**src/rtl/var_field_packer_if.sv**
```systemverilog
// var_field_packer_if: stream bundle between a field producer, the packer and
// a word consumer.
//
// Handshake: a field moves when in_valid && in_ready at a rising clk edge, and
// a word moves when out_valid && out_ready at a rising clk edge. A producer
// holds its payload stable while valid is high and ready is low. Valid never
// waits on ready.
//
// Signals
//   in_valid / in_ready           field handshake
//   in_data [MAX_LEN]             field bits, right-aligned
//   in_len  [$clog2(MAX_LEN+1)]   number of meaningful bits in in_data
//   in_last                       field closes the packet
//   out_valid / out_ready         word handshake
//   out_data [DATA_W]             packed word
//   out_bits [$clog2(DATA_W+1)]   valid bits in out_data
//   out_last                      final word of the packet
// Modports: master = producer/consumer side, slave = packer side.
interface var_field_packer_if #(
  parameter int DATA_W  = 32,
  parameter int MAX_LEN = 16
);
  localparam int LEN_W  = $clog2(MAX_LEN + 1);
  localparam int BITS_W = $clog2(DATA_W + 1);

  logic                 in_valid;
  logic                 in_ready;
  logic [MAX_LEN-1:0]   in_data;
  logic [LEN_W-1:0]     in_len;
  logic                 in_last;
  logic                 out_valid;
  logic                 out_ready;
  logic [DATA_W-1:0]    out_data;
  logic [BITS_W-1:0]    out_bits;
  logic                 out_last;

  modport master (
    output in_valid, in_data, in_len, in_last, out_ready,
    input  in_ready, out_valid, out_data, out_bits, out_last
  );

  modport slave (
    input  in_valid, in_data, in_len, in_last, out_ready,
    output in_ready, out_valid, out_data, out_bits, out_last
  );
endinterface

```
**src/rtl/var_field_packer.sv**
```systemverilog
// var_field_packer: packs variable-length fields (0..MAX_LEN bits) into
// DATA_W-bit words. LSB-first by default; with MSB_FIRST each field is sent
// MSB first and the first stream bit lands in out_data[DATA_W-1]. A packet
// end flushes leftover bits as a zero-padded partial word.
//
// Ports
//   clk        rising-edge clock
//   rst_n      asynchronous active-low reset
//   bus        var_field_packer_if.slave (field in, word out)
//   dbg_state  current FSM state, 1 = FLUSH, 0 = ACC
module var_field_packer #(
  parameter int DATA_W    = 32,
  parameter int MAX_LEN   = 16,
  parameter bit MSB_FIRST = 1'b0
) (
  input  logic                clk,
  input  logic                rst_n,
  var_field_packer_if.slave   bus,
  output logic                dbg_state
);
  localparam int LEN_W  = $clog2(MAX_LEN + 1);
  localparam int BITS_W = $clog2(DATA_W + 1);
  localparam int ACC_W  = DATA_W + MAX_LEN;
  localparam int SUM_W  = BITS_W + 1;

  typedef enum logic {ACC = 1'b0, FLUSH = 1'b1} state_t;

  state_t             state;
  logic               started;
  logic [ACC_W-1:0]   acc;
  logic [BITS_W-1:0]  fill;

  logic [MAX_LEN-1:0] masked;
  logic [MAX_LEN-1:0] rev_all;
  logic [MAX_LEN-1:0] field;
  logic [ACC_W-1:0]   acc_ins;
  logic [SUM_W-1:0]   new_fill;
  logic [SUM_W-1:0]   rem_fill;
  logic               slot_free;
  logic               accept;

  // Stream order is built LSB-first in the accumulator; MSB-first output is
  // the mirror image of the same word.
  function automatic logic [DATA_W-1:0] order_word(input logic [DATA_W-1:0] w);
    logic [DATA_W-1:0] r;
    r = w;
    if (MSB_FIRST) begin
      for (int i = 0; i < DATA_W; i++) r[i] = w[DATA_W-1-i];
    end
    return r;
  endfunction

  always_comb begin
    masked  = '0;
    rev_all = '0;
    for (int i = 0; i < MAX_LEN; i++) begin
      masked[i] = bus.in_data[i] & (i < int'(bus.in_len));
    end
    for (int i = 0; i < MAX_LEN; i++) begin
      rev_all[i] = masked[MAX_LEN-1-i];
    end
    // Reversing the full MAX_LEN lane parks the field at the top; shifting
    // down by the unused length brings the reversed in_len bits to bit 0.
    if (MSB_FIRST) field = rev_all >> (LEN_W'(MAX_LEN) - bus.in_len);
    else           field = masked;
    // Bits at and above fill are always zero, so OR acts as a write.
    acc_ins  = acc | ({{DATA_W{1'b0}}, field} << fill);
    new_fill = SUM_W'(fill) + SUM_W'(bus.in_len);
    rem_fill = new_fill - SUM_W'(DATA_W);
  end

  assign slot_free    = !bus.out_valid || bus.out_ready;
  // started keeps in_ready low for the first cycle after reset release.
  assign bus.in_ready = started && (state == ACC) && slot_free;
  assign accept       = bus.in_valid && bus.in_ready;
  assign dbg_state    = (state == FLUSH);

  always_ff @(posedge clk or negedge rst_n) begin
    if (!rst_n) begin
      state         <= ACC;
      started       <= 1'b0;
      acc           <= '0;
      fill          <= '0;
      bus.out_valid <= 1'b0;
      bus.out_data  <= '0;
      bus.out_bits  <= '0;
      bus.out_last  <= 1'b0;
    end else begin
      started <= 1'b1;
      if (bus.out_valid && bus.out_ready) bus.out_valid <= 1'b0;
      case (state)
        ACC: begin
          if (accept) begin
            if (new_fill >= SUM_W'(DATA_W)) begin
              bus.out_valid <= 1'b1;
              bus.out_data  <= order_word(acc_ins[DATA_W-1:0]);
              bus.out_bits  <= BITS_W'(DATA_W);
              acc           <= acc_ins >> DATA_W;
              fill          <= rem_fill[BITS_W-1:0];
              // Leftover bits of a closing field still need their own word.
              if (bus.in_last && rem_fill != '0) begin
                state        <= FLUSH;
                bus.out_last <= 1'b0;
              end else begin
                bus.out_last <= bus.in_last;
              end
            end else if (bus.in_last && new_fill != '0) begin
              bus.out_valid <= 1'b1;
              bus.out_data  <= order_word(acc_ins[DATA_W-1:0]);
              bus.out_bits  <= new_fill[BITS_W-1:0];
              bus.out_last  <= 1'b1;
              acc           <= '0;
              fill          <= '0;
            end else begin
              acc  <= acc_ins;
              fill <= new_fill[BITS_W-1:0];
            end
          end
        end
        FLUSH: begin
          if (slot_free) begin
            bus.out_valid <= 1'b1;
            bus.out_data  <= order_word(acc[DATA_W-1:0]);
            bus.out_bits  <= fill;
            bus.out_last  <= 1'b1;
            acc           <= '0;
            fill          <= '0;
            state         <= ACC;
          end
        end
        default: state <= ACC;
      endcase
    end
  end
endmodule

```
**src/flat_wrapper.sv**
```systemverilog
// flat-port wrapper written by rule: the top's interface ports become plain ports
module var_field_packer_flat 
#(
  parameter int DATA_W    = 32,
  parameter int MAX_LEN   = 16,
  parameter bit MSB_FIRST = 1'b0
)
  (clk, rst_n, dbg_state, bus_in_valid, bus_in_data, bus_in_len, bus_in_last, bus_out_ready, bus_in_ready, bus_out_valid, bus_out_data, bus_out_bits, bus_out_last);
  var_field_packer_if #(.DATA_W(DATA_W), .MAX_LEN(MAX_LEN)) bus_i ();
  input  logic clk;
  input  logic rst_n;
  output logic dbg_state;
  input wire logic [$bits(bus_i.in_valid)-1:0] bus_in_valid;
  input wire logic [$bits(bus_i.in_data)-1:0] bus_in_data;
  input wire logic [$bits(bus_i.in_len)-1:0] bus_in_len;
  input wire logic [$bits(bus_i.in_last)-1:0] bus_in_last;
  input wire logic [$bits(bus_i.out_ready)-1:0] bus_out_ready;
  output wire logic [$bits(bus_i.in_ready)-1:0] bus_in_ready;
  output wire logic [$bits(bus_i.out_valid)-1:0] bus_out_valid;
  output wire logic [$bits(bus_i.out_data)-1:0] bus_out_data;
  output wire logic [$bits(bus_i.out_bits)-1:0] bus_out_bits;
  output wire logic [$bits(bus_i.out_last)-1:0] bus_out_last;
  assign bus_i.in_valid = bus_in_valid;
  assign bus_i.in_data = bus_in_data;
  assign bus_i.in_len = bus_in_len;
  assign bus_i.in_last = bus_in_last;
  assign bus_i.out_ready = bus_out_ready;
  assign bus_in_ready = bus_i.in_ready;
  assign bus_out_valid = bus_i.out_valid;
  assign bus_out_data = bus_i.out_data;
  assign bus_out_bits = bus_i.out_bits;
  assign bus_out_last = bus_i.out_last;
  var_field_packer #(.DATA_W(DATA_W), .MAX_LEN(MAX_LEN), .MSB_FIRST(MSB_FIRST)) u_core (.clk(clk), .rst_n(rst_n), .bus(bus_i), .dbg_state(dbg_state));
endmodule
```
**config.mk**
```make
export PLATFORM = sky130hd
export DESIGN_NAME = var_field_packer_flat
export DESIGN_NICKNAME = d
export VERILOG_FILES = /design/src/rtl/var_field_packer_if.sv /design/src/rtl/var_field_packer.sv /design/src/flat_wrapper.sv
export SDC_FILE = /design/constraint.sdc
export NUM_CORES = 1
export LEC_CHECK = 0
export CELL_PAD_IN_SITES_DETAIL_PLACEMENT = 1
export CELL_PAD_IN_SITES_GLOBAL_PLACEMENT = 1
export CORE_UTILIZATION = 39
export CTS_CLUSTER_DIAMETER = 200
export DETAILED_ROUTE_END_ITERATION = 10
export PLACE_DENSITY = 0.83
export SETUP_SLACK_MARGIN = 0.4
export SYNTH_ARGS = -nofsm -noshare
export SYNTH_HDL_FRONTEND = slang
export SYNTH_SLANG_ARGS = --single-unit
export TNS_END_PERCENT = 100
```
**constraint.sdc**
```tcl
create_clock -name clk -period 3.4 [get_ports clk]
set_clock_uncertainty 0.15 [all_clocks]
set_input_delay 0.85 -clock clk [delete_from_list [all_inputs] [get_ports clk]]
set_output_delay 0.85 -clock clk [all_outputs]
set_load 0.03 [all_outputs]
```
After elaboration in Yosys (flattened, before gate mapping) --
Index checks and enable logic that the tools add are counted. Widths: inputs -> output; s select.
Cells by class: bitwise logic cells 18, equal/unequal tests 3, $add $sub $neg 2, multiplexer cells 37, reduce and logical (&&, ||, !) cells 12, shifts and indexed selects 1, order comparisons 17
Operators with widths (count):
- $mux 48 | 4
- $mux 32 | 4
- $pmux 48 s2 | 1
- $pmux 32 s2 | 1
- $mux 6 | 8
- $or 48x48->48 | 1
- $shl 16x6->48 | 1
- $lt 4x5->1 const A | 8
- $pmux 6 s2 | 2
- $lt 3x5->1 const A | 4
- $and 1x1->1 | 16
- $mux 1 | 14
- $reduce_bool 7->1 | 2
- $lt 1x5->1 const A | 2
- $lt 2x5->1 const A | 2
- $add 6x5->7 | 1
- $ge 7x6->1 const B | 1
- $sub 7x6->7 const B | 1
- $logic_and 1x1->1 | 6
- $pmux 1 s2 | 3
- $ne 3x3->1 const B | 1
- $reduce_and 3->1 | 1
- $ne 2x1->1 const B | 1
- $ne 2x2->1 const B | 1
- 4 further kinds | 4
Word-level totals: flip-flop bits (word level) 96, logic and storage cells 98, bits of input ports 26

Depth between registers and ports, before layout --
Gate-level depths: netlist of the first run.
depth after elaboration 8, depth in mapped cells 15, gate-level depth less buffers 12

Least setup slack after synthesis of the first run --
No wires, ideal clock.
kind input -> register, start point input port bus_in_len[0], end point register u_core.bus.out_data[26], setup slack -0.295 ns, stages on the path 14, arrival time 3.411 ns, library setup time 0.134 ns, cell sequence ha_1 -> fa_1 -> a21o_1 -> a21oi_1 -> nor2_1 -> o21ai_0 -> ha_1 -> inv_1 -> a31o_1 -> buf_4 -> o31ai_4 -> buf_4 -> mux2i_1 -> o31ai_1
On the way: word-level cells in the longest chain between the ends 8
RTL lines:
- from (decl) | line flat_wrapper.sv:15 | input wire logic [$bits(bus_i.in_len)-1:0] bus_in_len;
- $lt 1x5->1 (tied with other cells) | line var_field_packer.sv:57 | masked[i] = bus.in_data[i] & (i < int'(bus.in_len));
- $and 1x1->1 | line var_field_packer.sv:57
- $shl 16x6->48 | line var_field_packer.sv:67 | acc_ins = acc | ({{DATA_W{1'b0}}, field} << fill);
- $or 48x48->48 | line var_field_packer.sv:67
- $mux 32 | line var_field_packer.sv:107 | end else if (bus.in_last && new_fill != '0) begin
- $mux 32 | line var_field_packer.sv:94 | if (new_fill >= SUM_W'(DATA_W)) begin
- $mux 32 | line var_field_packer.sv:93 | if (accept) begin
- $pmux 32 s2 | line var_field_packer.sv:91 | case (state)
- to (signal assigned) | line var_field_packer.sv:96 | bus.out_data <= order_word(acc_ins[DATA_W-1:0]);
- to (signal assigned) | line var_field_packer.sv:109 | bus.out_data <= order_word(acc_ins[DATA_W-1:0]);
- to (signal assigned) | line var_field_packer.sv:123 | bus.out_data <= order_word(acc[DATA_W-1:0]);
- to (decl) | line var_field_packer_if.sv:44 | output in_ready, out_valid, out_data, out_bits, out_last
Several ways; a longest one is shown, not always the timed one. The select of a mux whose other input is x is not followed. A chain may end at the register's enable or synchronous reset.

Worst setup path after layout of the first run --
start point input port bus_in_len[3], end point register u_core.bus.out_data[24]
Same word-level chain as after synthesis.

==> results of run 1 <==
routing by layer:
layer  GRT usage [%]  share of wire (%)
met1            42.5                 35
met2            61.0                 48
met3            8.53                9.0
met4            22.1                7.9
met5               0              0.083
timing repair:
item	CTS	global route
setup buffers	22	12
endpoints found under the setup margin	95	96
pin swaps	32	32
cloned	7	1
endpoints found under the hold margin	0	0
gates resized for setup	119	155
synthesized netlist by cell type (3+ instances only):
| master | count | area share, % |
|---|---|---|
| buf_2 | 19 | 1.7 |
| nand2_1 | 75 | 4.9 |
| nor2_1 | 57 | 3.7 |
| or2_2 | 3 | 0.33 |
| nor4_1 | 4 | 0.44 |
| a211o_1 | 4 | 0.61 |
| o2bb2ai_1 | 5 | 0.76 |
| inv_1 | 14 | 0.92 |
| a211oi_1 | 9 | 1.2 |
| nor3b_1 | 4 | 0.52 |
| clkbuf_1 | 19 | 1.2 |
| nand3_1 | 9 | 0.79 |
| o21ai_0 | 51 | 4.5 |
| o21ai_1 | 18 | 1.6 |
| a221o_1 | 3 | 0.52 |
| ha_1 | 6 | 1.3 |
| and2_1 | 5 | 0.55 |
| o22ai_1 | 22 | 2.4 |
| nand4_1 | 3 | 0.33 |
| o21a_1 | 4 | 0.52 |
| dfrtp_1 | 96 | 42 |
| and3_1 | 3 | 0.33 |
| a31oi_1 | 13 | 1.4 |
| nand2b_1 | 5 | 0.55 |
| o211ai_1 | 3 | 0.39 |
| a221oi_1 | 13 | 2.0 |
| mux2_2 | 12 | 2.4 |
| nor3_1 | 12 | 1.0 |
| a21o_1 | 5 | 0.66 |
| a32oi_1 | 3 | 0.46 |
| mux2i_1 | 23 | 4.0 |
| nor2b_1 | 3 | 0.33 |
| o31ai_1 | 7 | 0.92 |
| or3_1 | 4 | 0.44 |
| a21oi_1 | 57 | 5.0 |
| buf_4 | 3 | 0.39 |
cells in the final DEF, fill, tap and decap left out, types with 8 or more instances in the layout:
master,count
buf_6,19
a31oi_1,10
o22ai_1,16
nor2_4,8
nand2_2,13
a21oi_4,9
o21ai_0,16
nor3_1,12
clkdlybuf4s50_1,60
nand2_1,43
nor2_1,43
o21ai_1,11
dfrtp_1,95
a221oi_1,11
a21oi_1,40
nand3_1,8
buf_12,9
o21ai_2,40
nand2_4,19
buf_8,9
clkbuf_16,10
a21oi_2,8
buf_4,127
a211oi_1,8
mux2_2,11
mux2i_1,18
inv_1,12
kinds of logic (layout without fill, tap and decap cells):
logic type,after synthesis,after routing,synth area share (%)
AO/OA/AOI/OAI,251,252,29.2
XOR/XNOR,2,2,0.306
adder cells (fa/ha/maj),7,7,1.66
buffers and inverters,59,264,4.61
flip-flops,96,96,42.0
multiplexers,36,36,6.78
other,1,3,0.0655
AND/OR/NAND/NOR,193,193,15.4
worst paths after layout:
check / slack (ns) / to / cells past startpoint
hold reg to reg: 0.34 / u_core.bus.out_data[6] / 2
hold / removal: 0.34 / u_core.bus.out_data[6] / 2
setup reg to reg: -0.22 / u_core.acc[12] / 15
max in group asynchronous: 2.04 / u_core.acc[16] / 2
setup / recovery: -0.30 / u_core.bus.out_data[24] / 13
min in group asynchronous: 0.35 / u_core.bus.out_valid / 1
power breakdown:
part	internal, mW	leakage [nW]	total, mW	switching (mW)
sequential	1.55	1.28	2.04	0.488
clock	0.601	0.147	1.13	0.525
combinational	2.85	2.44	6.94	4.09
total	5.01	3.86	10.1	5.10
layout make-up:
class                   instances  area (um^2)  area share, %
diodes                          2         5.00         0.0544
clock buffers                  10          239           2.60
clock inverters                 6         73.8          0.803
inverters                      16         65.1          0.707
multi-input cells             491         3920           42.6
flip-flops and latches         96         2400           26.1
well taps                     180          225           2.45
repair buffers                232         2270           24.6
flip-flops by register name, indices dropped and copies added, names as in the netlist:
signal                flops
u_core.bus.out_valid      1
u_core.fill               6
u_core.bus.out_bits       6
u_core.dbg_state          1
u_core.bus.out_data      32
u_core.acc               48
u_core.bus.out_last       1
u_core.started            1
per-stage QoR:
| step | utilization (%) | area (um^2) | worst slack (ns) | TNS [ns] | power (mW) |
|---|---|---|---|---|---|
| final | 65.3 | 9200 | -0.300 | -5.91 | 10.1 |
| after global routing | 65.2 | 9190 | -0.350 | -11.65 | 10.3 |
| after CTS | 60.2 | 8480 | 0.0934 | 0 | 8.52 |
| after detailed placement | 52.9 | 7460 | -0.859 | -64.12 | 6.77 |
| after global placement | 52.9 | 7460 | -0.644 | -49.89 | 6.53 |
| after floorplan | - | 5830 | -0.0362 | -0.291 | 4.53 |
critical path, cell delays in order:
cell,delay (ns)
clkdlybuf4s15_1,0.25
ha_4,0.31
o21ai_2,0.06
or2_2,0.32
a2111oi_4,0.41
buf_4,0.21
a21oi_4,0.11
o31ai_4,0.40
buf_12,0.19
buf_12,0.14
buf_8,0.13
nand2_2,0.05
o21ai_1,0.31
==> impl_metrics.yaml, run 1 <==
floorplanning:
  die_area_mm2: 0.0152
  die_x_um: 123
  pin_count: 68
  core_area_mm2: 0.0141
  fp-row-count: 43
  start_util_pct: 40.6
  die_h_um: 123
global_route:
  grt_pass1_wl_um: 40900
  grt_usage_pct: 36.5
  antenna_found_initial: 4
  grt_max_degree: 50
  gr-total-overflow: 0
  grt_pass1_vias: 7079
hold_path:
  hp-start: "u_core.bus.out_data[6]"
  hp-class: "reg2reg"
synthesis:
  avgSynthCellArea_um2: 8.87
  ys_seq_area_share_pct: 42.0
  syn_area_mm2: 0.00572
  synth_edf_count: 0
  async_flop_share_pct: 100
  yosys_warnings: 0
  synthFlopType: "dfrtp_1"
  syn-num-nets: 678
  synth_cell_types: 73
  ys_ff_latch: 96
  syn_inst: 645
sta:
  relSlewSlack_pct: 39.4
  finalHoldViolations: 0
  timing.fmax_ghz: 0.270
  period_share_pct: 109
  worst_slack_ns: -0.300
  finalSetupViolCount: 60
  hold_ws_ns: 0.335
  maxSlewViolCount: 0
  rsz0062_at_grt: "yes"
  min_period_ns: 3.70
  worst_slew_pin_slew_ns: 0.900
clock_network:
  numCtsBuffers: 9
  cts_tree: "yes"
  clk_path_buf_depth: 2
  root_buffer: "clkbuf_16"
  htreeDepth: 3
  holdBufCountCts: 0
  clock-sinks: 96
  clkTransAtPathRegs_ns: 0.07
  clkLatencyLatePin_ns: 0.38
power_and_ir_drop:
  p_leak_nw: 3.86
  p_per_area_mw_per_mm2: 1100
  ir_drop_uv: 497
placed_design:
  io_buffers: 67
  place_inst: 973
  dp_hpwl_um: 16000
  place_congestion: 0.954
detailed_routing:
  routed-via-count: 7122
  drc_errors: 0
  drt_wl_total_um: 32600
  drt_pass1_iterations: 6
  drtAntennaViolNets: 0
  drt-vias-per-instance: 6.89
  routedWlPerCell_um: 31.6
  drt_iter0_markers: 949
worst_setup_path:
  crit_path_start_kind: "input port"
  rr_startpoint: "u_core.fill[1]"
  critPathLaunch: "bus_in_len[3]"
  crit_type: "in2reg"
  crit_required_ns: 3.46
  arrival_ns: 3.76
  cp_max_fo: 8
  crit_path_end_kind: "flop"
final_layout:
  drive_gt1_share_pct: 42.0
  num-fill-cells: 1465
  area_growth_pct: 60.7
  nets: 879
  final_cell_count_no_fill: 1033
run:
  maxCapViolCount: 0
outcome:
  violations: "setup timing"
  status: "finished with violations"
Note: power is estimated with default switching activity, not from simulation.
==> inputs of run 2 (changes only) <==
--- a/config.mk
+++ b/config.mk
@@ -5,10 +5,12 @@
 export SDC_FILE = /design/constraint.sdc
 export NUM_CORES = 1
 export LEC_CHECK = 0
+export ABC_AREA = 1
 export CELL_PAD_IN_SITES_DETAIL_PLACEMENT = 1
 export CELL_PAD_IN_SITES_GLOBAL_PLACEMENT = 1
-export CORE_UTILIZATION = 39
+export CORE_UTILIZATION = 37
 export CTS_CLUSTER_DIAMETER = 200
+export CTS_CLUSTER_SIZE = 24
 export DETAILED_ROUTE_END_ITERATION = 10
 export PLACE_DENSITY = 0.83
 export SETUP_SLACK_MARGIN = 0.4
==> impl_metrics.yaml, run 2 <==
synthesis:
  synth_largest_area_cell: "dfrtp_1"
  syn-num-nets: 948
  muxShareOfSynthArea_pct: 0
  yosysTopAreaCellShare_pct: 38.7
  syn_area_mm2: 0.00621
  synth_edf_count: 0
  synthTopCellsByArea: "dfrtp_1, nand2_1, nand3_1"
  synthTopCellsByCount: "nand2_1, nand3_1, dfrtp_1, inv_1, o21ai_0"
  synth_cell_types: 44
  synth_top_family_by_area: "simple AND/OR/NAND/NOR gates"
  synth_most_common_cell: "nand2_1"
  synthAdderAreaFrac_pct: 1.53
  synth_compound_area_share_pct: 10.3
  synth_xor_area_share_pct: 0.423
  yosys.area_share.simple_pct: 40.3
  ys_ff_latch: 96
  synthFlopType: "dfrtp_1"
  avgSynthCellArea_um2: 6.79
  async_flop_share_pct: 100
  syn_inst: 915
  yosys_warnings: 0
  ys_seq_area_share_pct: 38.7
power_and_ir_drop:
  p_per_area_mw_per_mm2: 1100
  p_leak_nw: 4.16
  power_mw: 9.37
  ir_drop_uv: 430
detailed_routing:
  drt_pass1_iterations: 6
  routed-via-count: 7391
  drtAntennaViolNets: 0
  drt-vias-per-instance: 5.91
  drt_wl_total_um: 27500
  drt_iter0_markers: 740
  routedWlPerCell_um: 22.0
  drc_errors: 0
sta:
  finalSetupViolCount: 0
  finalHoldViolations: 0
  timing.fmax_ghz: 0.320
  period_share_pct: 91.8
  maxSlewViolCount: 0
  worst_slew_pin_slew_ns: 0.609
  min_period_ns: 3.12
  relSlewSlack_pct: 59.4
  worst_slack_ns: 0.279
  rsz0062_at_grt: "yes"
  fin_setup_tns_ns: 0
worst_setup_path:
  crit_required_ns: 3.47
  crit_type: "in2reg"
  worstRegToRegCells: 15
  crit_path_end_kind: "flop"
  crit_path_start_kind: "input port"
  cp_max_fo: 7
  arrival_ns: 3.19
placed_design:
  dp_hpwl_um: 16400
  place_ws_ns: -0.296
  io_buffers: 67
  place_inst: 1209
  place_congestion: 0.905
final_layout:
  final_cell_mix: "nand2_1, nand3_1, dfrtp_1"
  num-fill-cells: 2056
  top_regs: "u_core.acc: 48 flops, u_core.bus.out_data: 32 flops"
  top_register: "u_core.acc"
  drive_gt1_share_pct: 18.3
  fin_util_pct: 52.0
  largest_register_ffs: 48
  nets: 1058
  layout_commonest_cell: "nand2_1"
  n_antenna_cell: 0
  final_cell_count_no_fill: 1250
  area_growth_pct: 37.8
clock_network:
  clkTransAtPathRegs_ns: 0.07
  numCtsBuffers: 9
  htreeDepth: 3
  clk_path_buf_depth: 2
  root_buffer: "clkbuf_16"
  holdBufCountCts: 0
  clkLatencyLatePin_ns: 0.37
  cts_tree: "yes"
  clock-sinks: 96
floorplanning:
  die_h_um: 132
  die_x_um: 132
  start_util_pct: 37.7
  core_area_mm2: 0.0165
  pin_count: 68
  die_area_mm2: 0.0173
  fp-row-count: 47
global_route:
  antenna_found_initial: 0
  gr-total-overflow: 0
  grt_usage_pct: 28.4
  grt_pass1_wl_um: 38400
  grt_pass1_vias: 7079
  grt_max_degree: 45
run:
  maxCapViolCount: 0
hold_path:
  hold_path_depth: 2
  hp-class: "reg2reg"
outcome:
  status: "finished, final reports clean"
[run 2: per-stage QoR]
stage               hold WS (ns)  cell area [um^2]
finish                     0.333              8560
global route               0.354              8560
CTS                        0.334              7960
detailed placement         0.314              7420
global placement           0.311              7420
floorplan                  0.299              6220
[run 2: cells by family after synthesis]
| kind of cell | Yosys count |
|---|---|
| flip-flops | 96 |
| XOR/XNOR | 3 |
| AO/OA/AOI/OAI | 111 |
| adder cells (fa/ha/maj) | 7 |
| AND/OR/NAND/NOR | 570 |
| buffers and inverters | 127 |
| other | 1 |
[run 2: routing by layer]
metal  vias up  share of wire [%]  track usage, %
met4         0                5.1            12.3
met1      3617                 39            35.6
li1       3247                  -               -
met3       122                7.5            4.94
met2       405                 48            47.9
met5         -                  0               0
[run 2: layout make-up]
type / count / area (um^2) / area share, %
multi-input cells: 692 / 3650 / 42.6
flip-flops and latches: 96 / 2400 / 28.1
repair buffers: 145 / 1560 / 18.2
inverters: 78 / 335 / 3.92
well taps: 220 / 275 / 3.22
clock buffers: 12 / 246 / 2.88
clock inverters: 4 / 52.6 / 0.614
repair inverters: 3 / 38.8 / 0.453
[run 2: critical path, cell delays in order]
cell,delay (ns)
clkdlybuf4s15_2,0.24
ha_4,0.29
a21oi_2,0.18
nand2_1,0.13
xnor2_2,0.24
nand2_2,0.11
nor2_4,0.19
nand2_2,0.11
nand2_2,0.10
nand2_4,0.07
nand3_4,0.10
buf_12,0.12
buf_16,0.19
inv_12,0.06
nand2_1,0.07
o21ai_0,0.12
[run 2: path summary, 6_finish.rpt]
check | start | end | slack, ns
max | bus_in_len[2] | u_core.acc[41] | 0.28
min | u_core.acc[13] | u_core.acc[13] | 0.33
max reg2reg | u_core.fill[1] | u_core.bus.out_data[26] | 0.40
min reg2reg | u_core.acc[13] | u_core.acc[13] | 0.33
max in group asynchronous | rst_n | u_core.acc[20] | 2.09
min in group asynchronous | rst_n | u_core.bus.out_data[3] | 0.35
[run 2: repair_timing]
action / 4_1_cts / 5_1_grt
gates cloned: 2 / 7
pin swaps: 9 / 32
buffers inserted: 4 / 12
gates resized for setup: 39 / 101
setup endpoints to repair: 95 / 95
[run 2: report_power, final]
part           internal (mW)  switching (mW)  leakage, nW
Sequential              1.55           0.284         1.28
Clock                  0.594           0.474        0.147
Combinational           2.36            4.10         2.74
Total                   4.51            4.86         4.16
